`src/rtl/hazard_pkg.sv`:
```
// Shared definitions for the pipeline hazard control block: FSM state
// encoding and default widths used by hazard_ctrl_unit and its helpers.
package hazard_pkg;

  localparam int HZ_REG_ADDR_W_DEF   = 5;
  localparam int HZ_LU_STALL_CYC_DEF = 1;
  localparam int HZ_CNT_W_DEF        = 3;
  localparam int HZ_PERF_CNT_W       = 32;

  typedef enum logic [1:0] {
    HZ_IDLE     = 2'd0,
    HZ_LU_STALL = 2'd1,
    HZ_BR_PEND  = 2'd2
  } hz_state_e;

endpackage

```
`src/rtl/hazard_perf_cnt.sv`:
```
// Optional performance counters for hazard_ctrl_unit: load-use stall cycles,
// freeze cycles and branch flush events. All counters wrap modulo 2^32.
module hazard_perf_cnt
  import hazard_pkg::*;
(
  input  logic                     clk_i,
  input  logic                     rst_n,
  input  logic                     stall_i,
  input  logic                     freeze_i,
  input  logic                     flush_i,
  output logic [HZ_PERF_CNT_W-1:0] LU_stall_cnt_o,
  output logic [HZ_PERF_CNT_W-1:0] Freeze_cnt_o,
  output logic [HZ_PERF_CNT_W-1:0] Flush_cnt_o
);

  // Count qualifying cycles; natural overflow gives the modulo wrap.
  always_ff @(posedge clk_i or negedge rst_n) begin
    if (!rst_n) begin
      LU_stall_cnt_o <= '0;
      Freeze_cnt_o   <= '0;
      Flush_cnt_o    <= '0;
    end else begin
      if (stall_i)  LU_stall_cnt_o <= LU_stall_cnt_o + HZ_PERF_CNT_W'(1);
      if (freeze_i) Freeze_cnt_o   <= Freeze_cnt_o + HZ_PERF_CNT_W'(1);
      if (flush_i)  Flush_cnt_o    <= Flush_cnt_o + HZ_PERF_CNT_W'(1);
    end
  end

endmodule

```
`src/rtl/hazard_ctrl_unit.sv`:
```
// Stall / flush / freeze controller for the 5-stage RV32IC pipeline.
// Detects load-use hazards (multi-cycle bubbles), freezes the whole pipe on
// I/D-cache miss and defers a branch redirect that arrives during a freeze so
// the flush is applied exactly once afterwards.
// Optional build macro: HAZARD_PERF_CNT_EN adds stall/freeze/flush counters.
module hazard_ctrl_unit
  import hazard_pkg::*;
#(
  parameter int REG_ADDR_W   = HZ_REG_ADDR_W_DEF,
  parameter int LU_STALL_CYC = HZ_LU_STALL_CYC_DEF,
  parameter int CNT_W        = HZ_CNT_W_DEF
) (
  input  logic                  clk_i,
  input  logic                  rst_n,
  input  logic                  IDEX_MemRead_i,
  input  logic [REG_ADDR_W-1:0] IDEX_RDaddr_i,
  input  logic [REG_ADDR_W-1:0] IFID_RS1addr_i,
  input  logic [REG_ADDR_W-1:0] IFID_RS2addr_i,
  input  logic                  IFID_RS1used_i,
  input  logic                  IFID_RS2used_i,
  input  logic                  BranchOrJump_i,
  input  logic                  ICache_stall_i,
  input  logic                  DCache_stall_i,
  output logic                  Stall_load_use_o,
  output logic                  Flush_IFID_o,
  output logic                  Flush_IDEX_o,
  output logic                  Freeze_o,
  output logic [1:0]            State_o
`ifdef HAZARD_PERF_CNT_EN
  ,
  output logic [HZ_PERF_CNT_W-1:0] LU_stall_cnt_o,
  output logic [HZ_PERF_CNT_W-1:0] Freeze_cnt_o,
  output logic [HZ_PERF_CNT_W-1:0] Flush_cnt_o
`endif
);

  // With a single bubble the IDLE cycle itself is the whole stall.
  localparam bit MULTI_BUBBLE = (LU_STALL_CYC > 1);

  hz_state_e        state_q, state_d;
  logic [CNT_W-1:0] cnt_q, cnt_d;
  logic             br_pend_q, br_pend_d;

  logic lu_hit;
  logic freeze;
  logic stall_c;
  logic flush_ifid_c;
  logic flush_idex_c;

  // Load-use hazard: only source fields the ID instruction really reads count,
  // and x0 never carries a dependency.
  always_comb begin
    lu_hit = IDEX_MemRead_i && (IDEX_RDaddr_i != '0) &&
             ((IFID_RS1used_i && (IDEX_RDaddr_i == IFID_RS1addr_i)) ||
              (IFID_RS2used_i && (IDEX_RDaddr_i == IFID_RS2addr_i)));
    freeze = ICache_stall_i || DCache_stall_i;
  end

  // Next-state and control decode; freeze outranks stall, stall outranks branch.
  always_comb begin
    state_d      = state_q;
    cnt_d        = cnt_q;
    br_pend_d    = br_pend_q;
    stall_c      = 1'b0;
    flush_ifid_c = 1'b0;
    flush_idex_c = 1'b0;
    if (freeze) begin
      // Nothing advances; a redirect seen now is remembered for later.
      if ((state_q == HZ_IDLE) && BranchOrJump_i) begin
        br_pend_d = 1'b1;
        state_d   = HZ_BR_PEND;
      end
    end else begin
      case (state_q)
        HZ_IDLE: begin
          if (lu_hit) begin
            // Branch is dropped here: it depends on the load and resolves again later.
            stall_c      = 1'b1;
            flush_idex_c = 1'b1;
            if (MULTI_BUBBLE) begin
              cnt_d   = CNT_W'(LU_STALL_CYC - 1);
              state_d = HZ_LU_STALL;
            end
          end else if (BranchOrJump_i) begin
            flush_ifid_c = 1'b1;
            flush_idex_c = 1'b1;
          end
        end
        HZ_LU_STALL: begin
          stall_c      = 1'b1;
          flush_idex_c = 1'b1;
          cnt_d        = cnt_q - CNT_W'(1);
          if (cnt_q <= CNT_W'(1)) begin
            state_d = HZ_IDLE;
          end
        end
        HZ_BR_PEND: begin
          // Deferred redirect: one flush, then the latch is consumed.
          flush_ifid_c = br_pend_q;
          flush_idex_c = br_pend_q;
          br_pend_d    = 1'b0;
          state_d      = HZ_IDLE;
        end
        default: begin
          state_d   = HZ_IDLE;
          cnt_d     = '0;
          br_pend_d = 1'b0;
        end
      endcase
    end
  end

  // FSM state, bubble counter and deferred-branch latch.
  always_ff @(posedge clk_i or negedge rst_n) begin
    if (!rst_n) begin
      state_q   <= HZ_IDLE;
      cnt_q     <= '0;
      br_pend_q <= 1'b0;
    end else begin
      state_q   <= state_d;
      cnt_q     <= cnt_d;
      br_pend_q <= br_pend_d;
    end
  end

  // Controls are gated by reset so they drop the instant rst_n falls.
  always_comb begin
    Stall_load_use_o = rst_n && stall_c;
    Flush_IFID_o     = rst_n && flush_ifid_c;
    Flush_IDEX_o     = rst_n && flush_idex_c;
    Freeze_o         = rst_n && freeze;
    State_o          = state_q;
  end

`ifdef HAZARD_PERF_CNT_EN
  hazard_perf_cnt u_perf_cnt (
    .clk_i          (clk_i),
    .rst_n          (rst_n),
    .stall_i        (Stall_load_use_o),
    .freeze_i       (Freeze_o),
    .flush_i        (Flush_IFID_o),
    .LU_stall_cnt_o (LU_stall_cnt_o),
    .Freeze_cnt_o   (Freeze_cnt_o),
    .Flush_cnt_o    (Flush_cnt_o)
  );
`endif

endmodule

```
`config.mk`:
```
export PLATFORM = sky130hd
export DESIGN_NAME = hazard_ctrl_unit
export DESIGN_NICKNAME = d
export VERILOG_FILES = /design/src/rtl/hazard_pkg.sv /design/src/rtl/hazard_perf_cnt.sv /design/src/rtl/hazard_ctrl_unit.sv
export SDC_FILE = /design/constraint.sdc
export NUM_CORES = 1
export LEC_CHECK = 0
export CORE_AREA = 2 2 39 41
export DETAILED_ROUTE_END_ITERATION = 8
export DIE_AREA = 0 0 41 43
export GPL_TIMING_DRIVEN = 1
export SETUP_SLACK_MARGIN = 0.4
export SLEW_MARGIN = 20
export SYNTH_ARGS = -nofsm -noshare
export SYNTH_HDL_FRONTEND = slang
export SYNTH_SLANG_ARGS = --single-unit
```
`constraint.sdc`:
```
create_clock -name clk_i -period 1.3 [get_ports clk_i]
set_input_delay 0.195 -clock clk_i [delete_from_list [all_inputs] [get_ports clk_i]]
set_output_delay 0.195 -clock clk_i [all_outputs]
set_load 0.01 [all_outputs]
```
[After elaboration in Yosys (flattened, before gate mapping)]
Index checks and enable logic that the tools add are counted.
Storage, ports and cells
  register bits after elaboration: 6
  output and inout bits: 6
Operators by class
  add/subtract/negate cells: 1
  magnitude comparators: 1
  equal/unequal tests: 8
  multiplexer cells: 18
  bitwise gates (word level): 2
  reductions and logical operators: 18
Operators by type and width (number)
  $eq A5 B5 Y1: 2
  $mux W1: 10
  $logic_and A1 B1 Y1: 9
  $mux W2: 3
  $pmux W3 S2: 1
  $reduce_bool A5 Y1: 1
  $ne A2 B1 Y1 const B: 2
  $pmux W1 S2: 2
  $pmux W2 S2: 1
  $reduce_and A2 Y1: 2
  $reduce_or A2 Y1: 2
  $le A3 B1 Y1 const B: 1
  $ne A3 B3 Y1 const B: 1
  $pmux W1 S3: 1
  $reduce_and A3 Y1: 1
  $sub A3 B1 Y3 const B: 1
  $eq A2 B1 Y1 const B: 1
  $eq A2 B2 Y1 const B: 1
  $logic_not A2 Y1: 1
  $logic_or A1 B1 Y1: 2
  $ne A2 B2 Y1 const B: 1
  $not A1 Y1: 2

[Logic depth before layout (Yosys ltp)]
  depth after elaboration: 8
  gate-level depth with buffers: 4
  mapped depth without buffers: 4

[Least setup slack after synthesis]
OpenSTA, ideal clock, no wires.
  path type: input port to output port
  start: input IDEX_RDaddr_i[3]
  end: output Stall_load_use_o
  arrival: 1.175 ns
  setup slack: -0.070 ns
  stages on the path: 4
  buffers on the path: 0
  cell sequence: xor2_1 > nor4_2 > a32oi_1 > nor4_1
On the way
  cells in the longest elaborated chain, start to end: 8
  elaborated cells on any way between the ends: 12
  those cells by class: 2 x eq/ne; 3 x mux; 7 x reduce/logical
Ends and longest elaborated chain
  from (decl): line hazard_ctrl_unit.sv:16  | input logic [REG_ADDR_W-1:0] IDEX_RDaddr_i,
  $eq A5 B5 Y1 (on tied branches): line hazard_ctrl_unit.sv:54, hazard_ctrl_unit.sv:55
  $logic_and A1 B1 Y1 (on tied branches): line hazard_ctrl_unit.sv:54, hazard_ctrl_unit.sv:55
  $logic_or A1 B1 Y1: line hazard_ctrl_unit.sv:54  | ((IFID_RS1used_i && (IDEX_RDaddr_i == IFID_RS1addr_i)) ||
  $logic_and A1 B1 Y1 (*): line hazard_ctrl_unit.sv:53  | lu_hit = IDEX_MemRead_i && (IDEX_RDaddr_i != '0) &&
  $mux W1 (*): line hazard_ctrl_unit.sv:76  | if (lu_hit) begin
  $pmux W1 S2 (*): line hazard_ctrl_unit.sv:74  | case (state_q)
  $mux W1 (*): line hazard_ctrl_unit.sv:67  | if (freeze) begin
  $logic_and A1 B1 Y1 (*): line hazard_ctrl_unit.sv:128  | Stall_load_use_o = rst_n && stall_c;
  to (decl): line hazard_ctrl_unit.sv:24  | output logic Stall_load_use_o,
Mark *: on every way between the ends. The rest lies on a longest branch, timed or not.

[Worst setup path in the final report]
  start: input IFID_RS1addr_i[1]
  end: output Stall_load_use_o
On the way
  cells in the longest elaborated chain, start to end: 8
Ends and longest elaborated chain
  from (decl): line hazard_ctrl_unit.sv:17  | input logic [REG_ADDR_W-1:0] IFID_RS1addr_i,
  $eq A5 B5 Y1: line hazard_ctrl_unit.sv:54
  $logic_and A1 B1 Y1: line hazard_ctrl_unit.sv:54
  $logic_or A1 B1 Y1: line hazard_ctrl_unit.sv:54
  $logic_and A1 B1 Y1: line hazard_ctrl_unit.sv:53
  $mux W1: line hazard_ctrl_unit.sv:76
  $pmux W1 S2: line hazard_ctrl_unit.sv:74
  $mux W1: line hazard_ctrl_unit.sv:67
  $logic_and A1 B1 Y1: line hazard_ctrl_unit.sv:128
No other way between the ends.

==> results.py <==
metrics = {
    "run_status": {
        "outcome": "finished, violations left",
        "violations": "setup timing",
    },
    "layout": {
        "largest_register": "br_pend_q",
        "reg.largest.list": "br_pend_q: 1 flops",
        "finish.net_count": 91,
        "post-route-util": 0.459,
        "antenna_cells": 0,
        "layout-drive-gt1-share": 0.636,
        "layoutNonFillerInstCount": 82,
        "largest_register_ff_count": 1,
        "area_growth_syn_to_layout_pct": 172,
    },
    "job": {
        "count_of_max_cap_constraint_violations": 0,
    },
    "hold_path": {
        "holdCritPathClass": "primary input to async pin",
    },
    "setup_path": {
        "critical_path_required_ns": 1.11,
        "r2r_end": "br_pend_q",
        "worstSetupStartpoint": "IFID_RS1addr_i[1]",
        "r2r_slack_ns": 0.33,
        "crit_path_end": "Stall_load_use_o",
        "crit_path_max_fanout": 3,
        "timing.critical_path.from_type": "primary input",
        "end_kind": "output pin",
        "arrival_time_at_the_worst_endpoint_ns": 1.36,
        "crit_type": "primary input to output pin",
        "ff2ff_path_depth": 5,
        "ff_to_ff_start": "br_pend_q",
    },
    "clock_tree": {
        "insertion_delay_ns": 0,
        "worst_setup_hold_path_clk_slew_ns": 0,
        "cts_hold_buf": 0,
    },
    "drt": {
        "drt_drc_violations_left": 0,
        "first_iter_violations": 0,
        "vias_per_cell": 4.12,
        "final_ant_viol_nets": 0,
        "routed_wirelength_um": 795,
        "route.vias.total": 338,
        "drt_pre_antenna_iters": 1,
        "drt-wirelength-per-cell_um": 9.70,
    },
    "logic_synthesis": {
        "yosys_register_bits": 1,
        "synth.top_cell.area_share": 0.299,
        "synth_enable_flop_cells": 0,
        "netlist_area_um2": 234,
        "yosysWarnings": 0,
        "ys_types": 17,
        "top_post_synthesis_cells_by_area": "sky130_fd_sc_hd__xor2_1, sky130_fd_sc_hd__dfrtp_1, sky130_fd_sc_hd__xnor2_1",
        "synthesized_net_count": 53,
        "fraction_of_the_yosys_area_taken_by_sequential_cells": 0.107,
        "syn_area_per_cell_um2": 7.80,
        "synth.most_common_cell": "sky130_fd_sc_hd__xor2_1",
        "netlist.top_cell.by_area": "sky130_fd_sc_hd__xor2_1",
        "synth_cells": 30,
        "synth_top_flop_cell": "sky130_fd_sc_hd__dfrtp_1",
        "synthTopCellsByCount": "sky130_fd_sc_hd__xor2_1, sky130_fd_sc_hd__nor2_1, sky130_fd_sc_hd__buf_4, sky130_fd_sc_hd__nor4_1, sky130_fd_sc_hd__xnor2_1",
        "synth_async_sr_flop_share": 1.00,
    },
    "die": {
        "floorplan.io_pins": 29,
        "x_dimension_of_the_die_um": 41,
        "fp.dieH_um": 43,
        "coreArea_mm2": 0.00138,
        "initial_core_util": 0.169,
        "placement_rows": 14,
        "design.die.area_mm2": 0.00176,
    },
    "placement": {
        "place.gp.congestion": 0.717,
        "place_inst": 78,
        "place.detailed.hpwl_um": 656,
        "place.port_buffers": 27,
        "detailedPlace.worstSlack_ns": -1.06,
    },
    "global_route": {
        "maximum_number_of_pins_on_one_net_before_global_route_repair": 5,
        "via_count_of_the_first_global_routing_pass": 346,
        "grt_antenna_before_repair": 0,
        "grt_first_pass_wirelength_um": 1280,
        "grtUsageTotal": 0.0992,
        "grt-ovfl-total": 0,
    },
    "sta": {
        "maxClockFrequency_ghz": 0.642,
        "setup-tns-final_ns": -0.726,
        "setup_slack_ns": -0.258,
        "setup_viol_count_final": 3,
        "slew_viol_final": 0,
        "finalHoldViolCount": 0,
        "finalCritPeriodShare": 1.20,
        "finalCriticalPeriod_ns": 1.56,
        "fin_skew_ns": 0,
        "grt_setup_unrepaired": "true",
    },
    "power": {
        "power_per_cell_area_mw_per_mm2": 342,
        "report.power.total_mw": 0.218,
        "irDropWorstVdd_mv": 0.137,
        "leakage_nw": 0.283,
    },
}
-- cells in the final DEF, fill, tap and decap left out, types with 2 or more instances in the layout --
cell	count
sky130_fd_sc_hd__clkbuf_2	2
sky130_fd_sc_hd__dlygate4sd2_1	3
sky130_fd_sc_hd__clkdlybuf4s50_1	3
sky130_fd_sc_hd__buf_4	6
sky130_fd_sc_hd__xor2_1	7
sky130_fd_sc_hd__buf_2	10
sky130_fd_sc_hd__nor4_2	3
sky130_fd_sc_hd__nor2_4	3
sky130_fd_sc_hd__buf_6	9
sky130_fd_sc_hd__clkdlybuf4s15_1	4
-- area by class of cell --
class | instances | area [um^2]
Multi-Input combinational cell | 27 | 272
Tap cell | 16 | 20.0
Sequential cell | 1 | 26.3
Timing Repair Buffer | 38 | 318
Fill cell | 157 | 748
-- through the flow --
| step | instance area (um^2) | hold slack [ns] |
|---|---|---|
| final | 636 | 0.0725 |
| after global routing | 636 | 0.0783 |
| after CTS | 596 | 0.0784 |
| after detailed placement | 588 | 0.481 |
| after global placement | 588 | 0.477 |
| after floorplan | 260 | -0.101 |
-- report_power, final --
group / switching [mW] / total [mW] / internal (mW)
Sequential: 0.00515 / 0.0402 / 0.0351
Combinational: 0.0679 / 0.177 / 0.109
Clock: 0 / 0 / 0
Total: 0.0731 / 0.218 / 0.145
-- cell families after synthesis --
kind of cell | share of synthesized area
and+or+nand+nor | 0.299
xor gates and xnor gates | 0.374
AOI/OAI and AO/OA | 0.139
buffers and inverters | 0.0642
DFF | 0.107
other | 0.0160
-- worst max-delay path: stages --
cell                      delay [ns]
sky130_fd_sc_hd__buf_6          0.10
sky130_fd_sc_hd__xor2_2         0.16
sky130_fd_sc_hd__nor4_2         0.29
sky130_fd_sc_hd__a32oi_2        0.16
sky130_fd_sc_hd__buf_4          0.16
sky130_fd_sc_hd__nor4_2         0.13
sky130_fd_sc_hd__buf_2          0.17
-- metal layers --
metal,global-route usage,up-vias,share of wire
met5,0,-,0
met4,0,0,0
met3,0.0105,0,0.11
met2,0.197,21,0.54
met1,0.109,142,0.35
li1,-,175,-
-- timing repair --
action,4_1_cts,5_1_grt
setup buffers,3,1
setup endpoints to repair,6,6
endpoints found under the hold margin,0,0
pin swaps,19,4
gates cloned,0,0
resized for setup,83,14
-- worst min-delay path by stage --
| stage | from | endpoint | slack [ns] | cells past startpoint |
|---|---|---|---|---|
| CTS | rst_n | br_pend_q | 0.08 | 2 |
| finish | rst_n | br_pend_q | 0.07 | 2 |
| detailed placement | rst_n | br_pend_q | 0.48 | 2 |
| global route | rst_n | br_pend_q | 0.08 | 2 |
| global placement | rst_n | br_pend_q | 0.48 | 2 |
| floorplan | rst_n | br_pend_q | -0.10 | 0 |
Note: power is estimated with default switching activity, not from simulation.
